<file path="config.mk">
export PLATFORM = sky130hd
export DESIGN_NAME = lc3_mc_core
export DESIGN_NICKNAME = d
export VERILOG_FILES = /design/src/rtl/lc3_pkg.sv /design/src/rtl/lc3_regfile_p.sv /design/src/rtl/lc3_mc_core.sv
export SDC_FILE = /design/constraint.sdc
export NUM_CORES = 1
export LEC_CHECK = 0
export BUFFER_PORTS_ARGS = -buffer_cell sky130_fd_sc_hd__buf_2
export CORE_ASPECT_RATIO = 0.6
export CORE_MARGIN = 4
export CORE_UTILIZATION = 40
export DETAILED_ROUTE_END_ITERATION = 7
export HOLD_SLACK_MARGIN = 0.02
export PLACE_DENSITY = 0.55
export REMOVE_ABC_BUFFERS = 1
export SLEW_MARGIN = 0
export SYNTH_ARGS = -nofsm -noshare
export SYNTH_HDL_FRONTEND = slang
export SYNTH_SLANG_ARGS = --single-unit
</file>
<file path="constraint.sdc">
create_clock -name clk -period 4.6 [get_ports clk]
set_clock_uncertainty 0.1 [all_clocks]
set_input_delay 0.23 -clock clk [delete_from_list [all_inputs] [get_ports clk]]
set_output_delay 0.23 -clock clk [all_outputs]
set_load 0.005 [all_outputs]
</file>
<file path="src/rtl/lc3_pkg.sv">
// Shared LC-3 core definitions: opcodes, sequencer states, condition codes and field helpers.
package lc3_pkg;

   localparam int unsigned XLEN = 16;

   localparam logic [3:0] OP_BR   = 4'b0000;
   localparam logic [3:0] OP_ADD  = 4'b0001;
   localparam logic [3:0] OP_LD   = 4'b0010;
   localparam logic [3:0] OP_ST   = 4'b0011;
   localparam logic [3:0] OP_AND  = 4'b0101;
   localparam logic [3:0] OP_NOT  = 4'b1001;
   localparam logic [3:0] OP_LEA  = 4'b1110;
   localparam logic [3:0] OP_TRAP = 4'b1111;

   localparam logic [2:0] CC_N = 3'b100;
   localparam logic [2:0] CC_Z = 3'b010;
   localparam logic [2:0] CC_P = 3'b001;

   localparam logic [7:0] TRAP_HALT = 8'h25;

   typedef enum logic [2:0] {
      FETCH, DECODE, EVADD, MEMRD, MEMWR, EXEC, HALT
   } state_t;

   function automatic logic [XLEN-1:0] sext5(input logic [4:0] v);
      return {{11{v[4]}}, v};
   endfunction

   function automatic logic [XLEN-1:0] sext9(input logic [8:0] v);
      return {{7{v[8]}}, v};
   endfunction

   // Exactly one of N/Z/P is produced for any result.
   function automatic logic [2:0] cc_of(input logic [XLEN-1:0] r);
      if (r[XLEN-1])     return CC_N;
      else if (r == '0)  return CC_Z;
      else               return CC_P;
   endfunction

endpackage

</file>
<file path="src/rtl/lc3_regfile_p.sv">
// R0-R7: two async read ports, one debug read port, one synchronous write port.
module lc3_regfile_p
   import lc3_pkg::*;
(
   input  logic            clk,
   input  logic            rst,
   input  logic            we,
   input  logic [2:0]      waddr,
   input  logic [XLEN-1:0] wdata,
   input  logic [2:0]      ra_a,
   input  logic [2:0]      ra_b,
   input  logic [2:0]      dbg_sel,
   output logic [XLEN-1:0] rd_a,
   output logic [XLEN-1:0] rd_b,
   output logic [XLEN-1:0] dbg_reg
);

   logic [XLEN-1:0] regs [8];

   always_ff @(posedge clk) begin
      if (rst) begin
         for (int i = 0; i < 8; i++) regs[i] <= '0;
      end else if (we) begin
         regs[waddr] <= wdata;
      end
   end

   assign rd_a    = regs[ra_a];
   assign rd_b    = regs[ra_b];
   assign dbg_reg = regs[dbg_sel];

endmodule

</file>
<file path="src/rtl/lc3_mc_core.sv">
// Multi-cycle LC-3 sequencer with a request/ready memory port and register debug tap.
module lc3_mc_core
   import lc3_pkg::*;
#(
   parameter int unsigned ADDR_W   = 7,
   parameter logic [15:0] RESET_PC = 16'h0000
) (
   input  logic              clk,
   input  logic              rst,
   output logic              mem_req,
   output logic              mem_we,
   output logic [ADDR_W-1:0] mem_addr,
   output logic [15:0]       mem_wdata,
   input  logic [15:0]       mem_rdata,
   input  logic              mem_ready,
   input  logic [2:0]        dbg_sel,
   output logic [15:0]       dbg_reg,
   output logic [2:0]        cc,
   output logic [15:0]       pc,
   output logic              halted,
   output logic              illegal
);

   state_t            state, state_d;
   logic [15:0]       pc_r, pc_d, ir, ir_d;
   logic [ADDR_W-1:0] mar, mar_d;
   logic [2:0]        cc_r, cc_d;
   logic              illegal_r, illegal_d;

   logic              rf_we;
   logic [15:0]       rf_wdata, rd_a, rd_b, op_b, pc_off, alu_res;
   logic [3:0]        opcode;
   logic [2:0]        ra_b;

   assign opcode = ir[15:12];
   // Port B doubles as the store-data source while a write is outstanding.
   assign ra_b   = (state == MEMWR) ? ir[11:9] : ir[2:0];

   lc3_regfile_p u_rf (
      .clk     (clk),
      .rst     (rst),
      .we      (rf_we),
      .waddr   (ir[11:9]),
      .wdata   (rf_wdata),
      .ra_a    (ir[8:6]),
      .ra_b    (ra_b),
      .dbg_sel (dbg_sel),
      .rd_a    (rd_a),
      .rd_b    (rd_b),
      .dbg_reg (dbg_reg)
   );

   assign op_b   = ir[5] ? sext5(ir[4:0]) : rd_b;
   assign pc_off = pc_r + sext9(ir[8:0]);

   // Inline ALU; LEA shares the result path so CC logic stays common.
   always_comb begin
      alu_res = '0;
      case (opcode)
         OP_ADD:  alu_res = rd_a + op_b;
         OP_AND:  alu_res = rd_a & op_b;
         OP_NOT:  alu_res = ~rd_a;
         OP_LEA:  alu_res = pc_off;
         default: alu_res = '0;
      endcase
   end

   always_ff @(posedge clk) begin
      if (rst) begin
         state     <= FETCH;
         pc_r      <= RESET_PC;
         ir        <= '0;
         mar       <= '0;
         cc_r      <= CC_Z;
         illegal_r <= 1'b0;
      end else begin
         state     <= state_d;
         pc_r      <= pc_d;
         ir        <= ir_d;
         mar       <= mar_d;
         cc_r      <= cc_d;
         illegal_r <= illegal_d;
      end
   end

   always_comb begin
      state_d   = state;
      pc_d      = pc_r;
      ir_d      = ir;
      mar_d     = mar;
      cc_d      = cc_r;
      illegal_d = illegal_r;
      rf_we     = 1'b0;
      rf_wdata  = alu_res;
      case (state)
         FETCH: begin
            if (mem_ready) begin
               ir_d    = mem_rdata;
               pc_d    = pc_r + 16'd1;
               state_d = DECODE;
            end
         end
         DECODE: begin
            case (opcode)
               OP_ADD, OP_AND, OP_NOT, OP_BR, OP_LEA: state_d = EXEC;
               OP_LD, OP_ST:                          state_d = EVADD;
               OP_TRAP: begin
                  state_d   = HALT;
                  illegal_d = (ir[7:0] != TRAP_HALT);
               end
               default: begin
                  state_d   = HALT;
                  illegal_d = 1'b1;
               end
            endcase
         end
         EVADD: begin
            mar_d   = ADDR_W'(pc_off);
            state_d = (opcode == OP_LD) ? MEMRD : MEMWR;
         end
         MEMRD: begin
            if (mem_ready) begin
               rf_we    = 1'b1;
               rf_wdata = mem_rdata;
               cc_d     = cc_of(mem_rdata);
               state_d  = FETCH;
            end
         end
         MEMWR: begin
            if (mem_ready) state_d = FETCH;
         end
         EXEC: begin
            if (opcode == OP_BR) begin
               if ((ir[11:9] & cc_r) != 3'b000) pc_d = pc_off;
            end else begin
               rf_we = 1'b1;
               cc_d  = cc_of(alu_res);
            end
            state_d = FETCH;
         end
         HALT:    state_d = HALT;
         default: state_d = FETCH;
      endcase
   end

   assign mem_req   = !rst && (state == FETCH || state == MEMRD || state == MEMWR);
   assign mem_we    = !rst && (state == MEMWR);
   assign mem_addr  = (state == FETCH) ? pc_r[ADDR_W-1:0] : mar;
   assign mem_wdata = rd_b;

   assign cc      = cc_r;
   assign pc      = pc_r;
   assign halted  = (state == HALT);
   assign illegal = illegal_r;

endmodule

</file>
==> results of run 1 <==
-- Yosys cell counts (11+ instances only) --
cell type and count:
a21oi_1 65, dfxtp_1 49, nor3_1 11, a21o_1 16, xnor2_1 14, nor2_1 184
edfxtp_1 128, clkbuf_1 65, inv_1 17, mux2i_1 29, o21ba_2 12, o21ai_0 64
o211ai_1 26, nand3_1 55, ha_1 32, buf_2 11, mux2_2 38, nand2_1 256
mux4_2 64, nand2b_1 16, a211oi_1 16
-- cell usage in the layout (no fill, tap or decap), drive strengths merged, types with 6 or more instances in the layout --
cell type and n:
nand2b 16, nor4 7, nor2 184, nand2 256
a211oi 17, dlygate4sd3 15, nand3 55, a21o 17
xor2 6, mux2 38, a211o 7, a21oi 66
mux2i 29, mux4 64, ha 32, nand4 8
edfxtp 128, clkbuf 21, dfxtp 49, a31oi 8
nor3 14, and3 8, o211ai 26, o21ba 13
xnor2 14, and2 9, buf 265, inv 22
o21ai 72
-- metal layers --
metal | share of wire [%] | track usage [%]
met2 | 40 | 34.8
met4 | 1.1 | 5.10
met5 | 0 | 0
met3 | 12 | 8.05
met1 | 47 | 41.7
-- layout make-up --
cell class	instances	area (µm²)	share of cell area (%)
Inverter	17	63.8	0.404
Sequential cell	177	4830	30.5
Timing Repair Buffer	283	2260	14.3
Multi-Input combinational cell	1057	7580	48.0
Clock buffer	18	429	2.71
Clock inverter	14	128	0.807
Tap cell	416	520	3.29
-- worst max-delay path: cells and delay by family, from the launching register on --
family | cells | cell delay, ns
DFF | 1 | 0.33
AOI/OAI and AO/OA | 7 | 1.50
buffers and inverters | 6 | 0.80
adders and majority gates | 1 | 0.32
and+or+nand+nor | 6 | 1.01
xor gates and xnor gates | 1 | 0.08
muxes | 2 | 0.37
-- flip-flops by register name (all words and copies together) (netlist names), named ones only --
register and cells:
u_rf.regs 128, illegal 1, state 3, ir 16, cc 3, mar 7
pc 16
-- kinds of logic (layout without fill, tap and decap cells) --
group           Yosys count  count (layout)  share of synthesized area (%)
buf+inv                 117             332                           4.41
mux                     131             131                           17.1
xor+xnor                 20              20                           1.39
compound gates          278             278                           14.7
fa+ha+maj                35              35                           3.57
simple gates            593             593                           20.6
flops                   177             177                           38.3
-- power breakdown --
part	switching (mW)	internal, mW
clock network	0.695	0.752
registers	0.0870	1.77
logic	1.15	1.07
-- through the flow --
stage / power (mW) / setup TNS [ns] / cells
floorplan: 2.87 / -229.06 / 1251
global placement: 3.78 / -8.37 / 1905
detailed placement: 3.79 / -16.26 / 1905
CTS: 5.28 / 0 / 1957
global route: 5.77 / -4.35 / 1982
finish: 5.53 / -0.0388 / 1982
-- what timing repair did --
item | 4_1_cts | 5_1_grt
gates cloned | 0 | 3
endpoints found under the setup margin | 75 | 76
hold buffers | 15 | 0
gates resized for setup | 20 | 76
hold endpoints to repair | 17 | 0
buffers inserted | 5 | 22
pin swaps | 5 | 41
-- final timing paths --
kind / start / depth (start not counted) / slack [ns] / endpoint
setup / recovery: state[2]$_SDFFE_PP0P_ / 23 / -0.04 / cc[0]$_SDFFE_PP0P_
hold / removal: mem_ready / 4 / 0.08 / state[1]$_SDFFE_PP0P_
setup reg to reg: state[2]$_SDFFE_PP0P_ / 23 / -0.04 / cc[0]$_SDFFE_PP0P_
hold reg to reg: mar[6]$_SDFFE_PP0N_ / 2 / 0.40 / mar[6]$_SDFFE_PP0N_
==> flow_summary_export.csv, run 1 <==
group,metric,value,unit
run_status,status,"finished with violations",
run_status,violations,"negative setup slack",
layout,nets,1609,
cts,cts-root-buf,"clkbuf_16",
logic_synthesis,synth.avg_cell_area,9.34,µm²
critical_path,cp.required,4.84,ns
logic_synthesis,synthFlopType,"edfxtp_1",
sta,hold_viol,0,
sta,fmax,216,MHz
global_route,grt_pass1_wl,69.2,mm
logic_synthesis,synth_cell_types,85,
sta,layout_min_cycle_time,4.64,ns
power,power_density,350,nW/µm²
floorplanning,start_util,40.5,%
logic_synthesis,synth_top_area_share,30.5,%
critical_path,critPathMaxStageDelay,0.39,ns
cts,clock_latency,0.46,ns
layout,postLayoutCoreUtil,50.7,%
placed_design,dpl_cell_area,14400,µm²
layout,fillers,2896,
floorplanning,dieArea,34500,µm²
floorplanning,io_pins,84,
critical_path,end_kind,"flip-flop",
floorplanning,die_w,237,µm
logic_synthesis,yosysWarnings,0,
detailed_routing,drtAntennaViolNets,0,
critical_path,cp_common_cell,"buf_12",
sta,timing.hold.ws,0.0754,ns
hold_path,hp-class,"in2reg",
layout,drive_gt1_share,30.6,%
sta,drv_slew,0,
cts,clk_pin_slew_worst_paths,0.07,ns
placed_design,dpl_worst_slack,-0.482,ns
sta,rsz0062_at_grt,"true",
floorplanning,fp-row-count,50,
logic_synthesis,synth_area_leaders,"edfxtp_1 (30%), mux4_2 (11%), dfxtp_1 (7.8%)",
critical_path,crit_chain,"inv_2 -> nor3_4 -> buf_6 -> mux2i_4 -> buf_12 -> buf_12 -> buf_12 -> nand2_1 -> nand2_1 -> o211ai_1 -> o21ai_1 -> mux2_2 -> ha_1 -> o211a_4 -> a211oi_4 -> o21bai_4 -> xnor2_1 -> a221o_1 -> or3_1 -> nor3_2 -> nand4_1 -> buf_6 -> o21ba_1",
detailed_routing,wire_per_inst,23.8,µm
global_route,grt_max_degree,42,
layout,syn2layout_area_growth,25.3,%
detailed_routing,finalWirelength,47.2,mm
sta,layout_setup_ws,-0.0388,ns
sta,setup_viol,1,
logic_synthesis,syn_inst,1351,
cts,numCtsBuffers,17,
cts,cts_max_level,4,
detailed_routing,dr.pass1.iters,6,
floorplanning,core_area,31200,µm²
power,ir_drop,0.240,mV
logic_synthesis,yosysSeqAreaShare,38.3,%
placed_design,gp_congestion,0.934,
power,power.leakage,6.24,nW
critical_path,crit_path_start_kind,"flip-flop",
global_route,grt_usage,26.2,%
critical_path,slowest_stage,"or3_1",
sta,tightest_slew,1.05,ns
detailed_routing,drt-initial-drc-count,1409,
layout,finalInstanceArea,15800,µm²
critical_path,cp.arrival,4.88,ns
critical_path,path_class,"reg2reg",
global_route,grt_pass1_vias,10800,
detailed_routing,via_per_inst,5.97,
cts,cts_tree,"built",
global_route,grt_antenna_before_repair,0,
cts,cts.path.max_buffers,2,
logic_synthesis,synth.cell_area,12600,µm²
layout,antenna_cells,0,
run,drv_cap,0,
cts,cts_sinks,177,
sta,finalCritPeriodShare,101,%
logic_synthesis,async_flop_share,0,%
detailed_routing,drc,0,
placed_design,hpwlAfterDp,33.2,mm
critical_path,crit_path_max_fanout,9,
detailed_routing,vias,11800,
global_route,gr-total-overflow,0,
logic_synthesis,synth_edf_count,128,
floorplanning,die_h,146,µm
logic_synthesis,netlist.top_cell.by_area,"edfxtp_1",
logic_synthesis,ys_ff_latch,177,
sta,maxSlewHeadroom,30.2,%
placed_design,io_buffers,83,
Note: power is estimated with default switching activity, not from simulation.
==> inputs of run 2 (changes only) <==
--- a/config.mk
+++ b/config.mk
@@ -13,7 +13,7 @@
 export HOLD_SLACK_MARGIN = 0.02
 export PLACE_DENSITY = 0.55
 export REMOVE_ABC_BUFFERS = 1
-export SLEW_MARGIN = 0
 export SYNTH_ARGS = -nofsm -noshare
 export SYNTH_HDL_FRONTEND = slang
+export SYNTH_HIERARCHICAL = 1
 export SYNTH_SLANG_ARGS = --single-unit
==> run 2 against run 1 <==
Effect of this change: the run still ends with negative setup slack left; non-clock buffer count down 22; utilization up 0.79 points; routed wire length down 2.1%; synthesized area up 2.1%; clock-buffer cell count up 2; die area up 2.0%; sequential power down 3%; critical endpoint is now u_rf/regs[1][13]$_SDFFCE_PN0P_; largest power group unchanged.
==> flow_summary_export.csv, run 2 <==
group,metric,value,unit
sta,timing.hold.ws,0.0535,ns
detailed_routing,drc,0,
sta,tightest_slew,1.35,ns
cts,cts-root-buf,"clkbuf_16",
floorplanning,start_util,40.9,%
logic_synthesis,synth.cell_area,12900,µm²
logic_synthesis,syn_inst,1144,
global_route,gr-total-overflow,0,
critical_path,worstReg2RegEnd,"u_rf/regs[1][13]$_SDFFCE_PN0P_",
logic_synthesis,yosysSeqAreaShare,37.0,%
power,power_density,336,nW/µm²
sta,hold_viol,0,
hold_path,hp-class,"in2reg",
hold_path,min-delay-start,"rst",
hold_path,hold_path_depth,2,
global_route,grt_usage,25.8,%
detailed_routing,drtAntennaViolNets,0,
critical_path,crit_path_start_kind,"flip-flop",
sta,rsz0062_at_grt,"true",
detailed_routing,finalWirelength,46.2,mm
floorplanning,dieArea,35200,µm²
layout,final_cell_mix,"buf_4 (137), edfxtp_1 (128), nor3_1 (105)",
logic_synthesis,synth.avg_cell_area,11.3,µm²
layout,drive_gt1_share,38.5,%
critical_path,rr_worst_depth,21,
sta,layout_setup_ws,-0.199,ns
layout,syn2layout_area_growth,26.0,%
logic_synthesis,netlist.top_cell.by_area,"edfxtp_1",
logic_synthesis,yosysWarnings,6,
logic_synthesis,synth_top_family_by_area,"multiplexers",
detailed_routing,via_per_inst,6.32,
critical_path,end_kind,"flip-flop",
logic_synthesis,synth_compound_area_share,12.1,%
cts,clk_pin_slew_worst_paths,0.07,ns
detailed_routing,wire_per_inst,26.3,µm
layout,multi_input_area,8150,µm²
detailed_routing,drt-initial-drc-count,1412,
logic_synthesis,synth_xor_area_share,1.88,%
placed_design,hpwlAfterDp,32.5,mm
floorplanning,fp-row-count,50,
run_status,status,"finished with violations",
logic_synthesis,synth_mux_area_share,26.2,%
sta,fin_tns_setup,-3.21,ns
detailed_routing,vias,11100,
logic_synthesis,synth_top_area_share,29.9,%
power,power.leakage,6.17,nW
critical_path,regToRegSetupSlack,-0.20,ns
critical_path,cp_common_cell,"mux2_4",
logic_synthesis,async_flop_share,0,%
floorplanning,die_h,147,µm
run_status,violations,"negative setup slack",
cts,cts.path.max_buffers,2,
logic_synthesis,synth_most_common_cell,"nor3_1",
floorplanning,io_pins,84,
cts,cts_tree,"built",
layout,nets,1384,
cts,clock_latency,0.46,ns
critical_path,critPathMaxStageDelay,0.44,ns
global_route,grt_pass1_wl,68.3,mm
logic_synthesis,synth_edf_count,128,
logic_synthesis,synth_area_leaders,"edfxtp_1 (30%), mux4_1 (17%), dfxtp_1 (7.2%)",
layout,mostFrequentLayoutCell,"buf_4",
critical_path,slowest_stage,"ha_2",
detailed_routing,dr.pass1.iters,6,
critical_path,r2r_start,"state[0]$_SDFFE_PP0P_",
layout,fillers,2811,
sta,finalCritPeriodShare,104,%
logic_synthesis,yosys.area_share.simple,14.3,%
global_route,grt_max_degree,46,
cts,cts_max_level,4,
logic_synthesis,yosys-top-cells-count,"nor3_1 (129), edfxtp_1 (128), mux4_1 (84), nand2_1 (76), mux2_2 (71)",
critical_path,path_class,"reg2reg",
layout,finalInstanceArea,16200,µm²
sta,drv_slew,0,
critical_path,cp.arrival,4.87,ns
cts,numCtsBuffers,17,
placed_design,dpl_cell_area,14400,µm²
placed_design,io_buffers,83,
layout,largest_register,"u_rf/regs",
hold_path,min_to,"cc[2]$_SDFFE_PP0P_",
global_route,grt_antenna_before_repair,1,
sta,layout_min_cycle_time,4.80,ns
power,ir_drop,0.185,mV
critical_path,crit_chain,"nor2_4 -> and2_4 -> mux2_4 -> buf_12 -> buf_16 -> buf_6 -> mux4_2 -> mux2_4 -> inv_2 -> o21ai_1 -> ha_2 -> buf_6 -> nand4_1 -> nor2_4 -> nand2_2 -> o21ai_2 -> xor2_1 -> a221o_1 -> mux2_4 -> clkinv_8 -> nor3_4",
floorplanning,core_area,31500,µm²
critical_path,crit_path_max_fanout,8,
sta,setup_viol,44,
layout,largest_register_ffs,128,
sta,maxSlewHeadroom,9.86,%
sta,fmax,208,MHz
global_route,grt_pass1_vias,10400,
logic_synthesis,ys_ff_latch,174,
run,drv_cap,0,
logic_synthesis,synthFlopType,"edfxtp_1",
logic_synthesis,synth-adder-area-share,3.50,%
layout,antenna_cells,0,
layout,register_area,4770,µm²
cts,cts_sinks,174,
placed_design,gp_congestion,0.939,
logic_synthesis,synth_cell_types,82,
critical_path,cp.required,4.67,ns
floorplanning,die_w,240,µm
-- run 2: cell count changes after synthesis, sizes merged, moves of 32 or more --
cell	previous run	this run
nor2	184	69
mux2	38	71
nand3	55	17
nor3	14	136
nand2	256	77
mux4	64	96
-- run 2: how the worst max path moves through the flow --
stage,cells after the start,startpoint,to,slack (ns)
3_5_place_dp,19,state[0]$_SDFFE_PP0P_,u_rf/regs[0][14]$_SDFFCE_PN0P_,-0.60
2_1_floorplan,18,state[1]$_SDFFE_PP0P_,u_rf/regs[3][14]$_SDFFCE_PN0P_,-0.72
6_report,21,state[0]$_SDFFE_PP0P_,u_rf/regs[1][13]$_SDFFCE_PN0P_,-0.20
5_1_grt,21,state[0]$_SDFFE_PP0P_,u_rf/regs[1][13]$_SDFFCE_PN0P_,-0.34
3_3_place_gp,19,state[0]$_SDFFE_PP0P_,u_rf/regs[0][14]$_SDFFCE_PN0P_,-0.54
4_1_cts,21,state[1]$_SDFFE_PP0P_,cc[1]$_SDFFE_PP1P_,-0.11
-- run 2: worst max-delay path: cells and delay by family, from the launching register on --
family / cells / cell delay (ns)
multiplexers: 4 / 1.36
AND/OR/NAND/NOR: 6 / 0.77
buffers and inverters: 6 / 0.72
AO/OA/AOI/OAI: 3 / 0.67
adder cells (fa/ha/maj): 1 / 0.44
flip-flops: 1 / 0.33
XOR/XNOR: 1 / 0.10
-- run 2: cell families after synthesis --
kind of cell | Yosys count
and+or+nand+nor | 368
AOI/OAI and AO/OA | 232
muxes | 177
DFF | 174
buffers and inverters | 132
adders and majority gates | 35
xor gates and xnor gates | 26
-- run 2: stage by stage --
stage	power, mW	setup slack (ns)	std cells	utilization [%]
2_1_floorplan	2.71	-0.716	1048	-
3_3_place_gp	3.45	-0.540	1674	45.7
3_5_place_dp	3.44	-0.604	1674	45.7
4_1_cts	5.22	-0.111	1741	49.7
5_1_grt	5.66	-0.338	1757	51.5
6_report	5.45	-0.199	1757	51.5
-- run 2: layer usage --
metal,vias to the layer above,share of wire [%],global-route usage (%)
li1,4905,-,-
met1,5567,47,41.0
met2,593,40,33.6
met3,37,12,8.57
met4,2,1.2,5.45
met5,-,0.015,0
-- run 2: final cells by class --
type / instances / area share (%)
Multi-Input combinational cell: 838 / 50.3
Sequential cell: 174 / 29.4
Timing Repair Buffer: 261 / 12.2
Tap cell: 416 / 3.21
Clock buffer: 20 / 2.69
Inverter: 36 / 1.17
Clock inverter: 12 / 1.06
-- run 2: what timing repair did --
| action | 4_1_cts | 5_1_grt |
|---|---|---|
| hold buffers | 16 | 0 |
| buffers inserted | 18 | 17 |
| setup endpoints to repair | 91 | 88 |
| endpoints found under the hold margin | 16 | 0 |
| pin swaps | 52 | 72 |
| cloned | 1 | 0 |
| resized for setup | 108 | 109 |
-- run 2: where the power goes --
| group | internal, mW | switching [mW] |
|---|---|---|
| combinational | 0.988 | 1.07 |
| sequential | 1.74 | 0.0700 |
| clock | 0.872 | 0.704 |
| total | 3.60 | 1.85 |
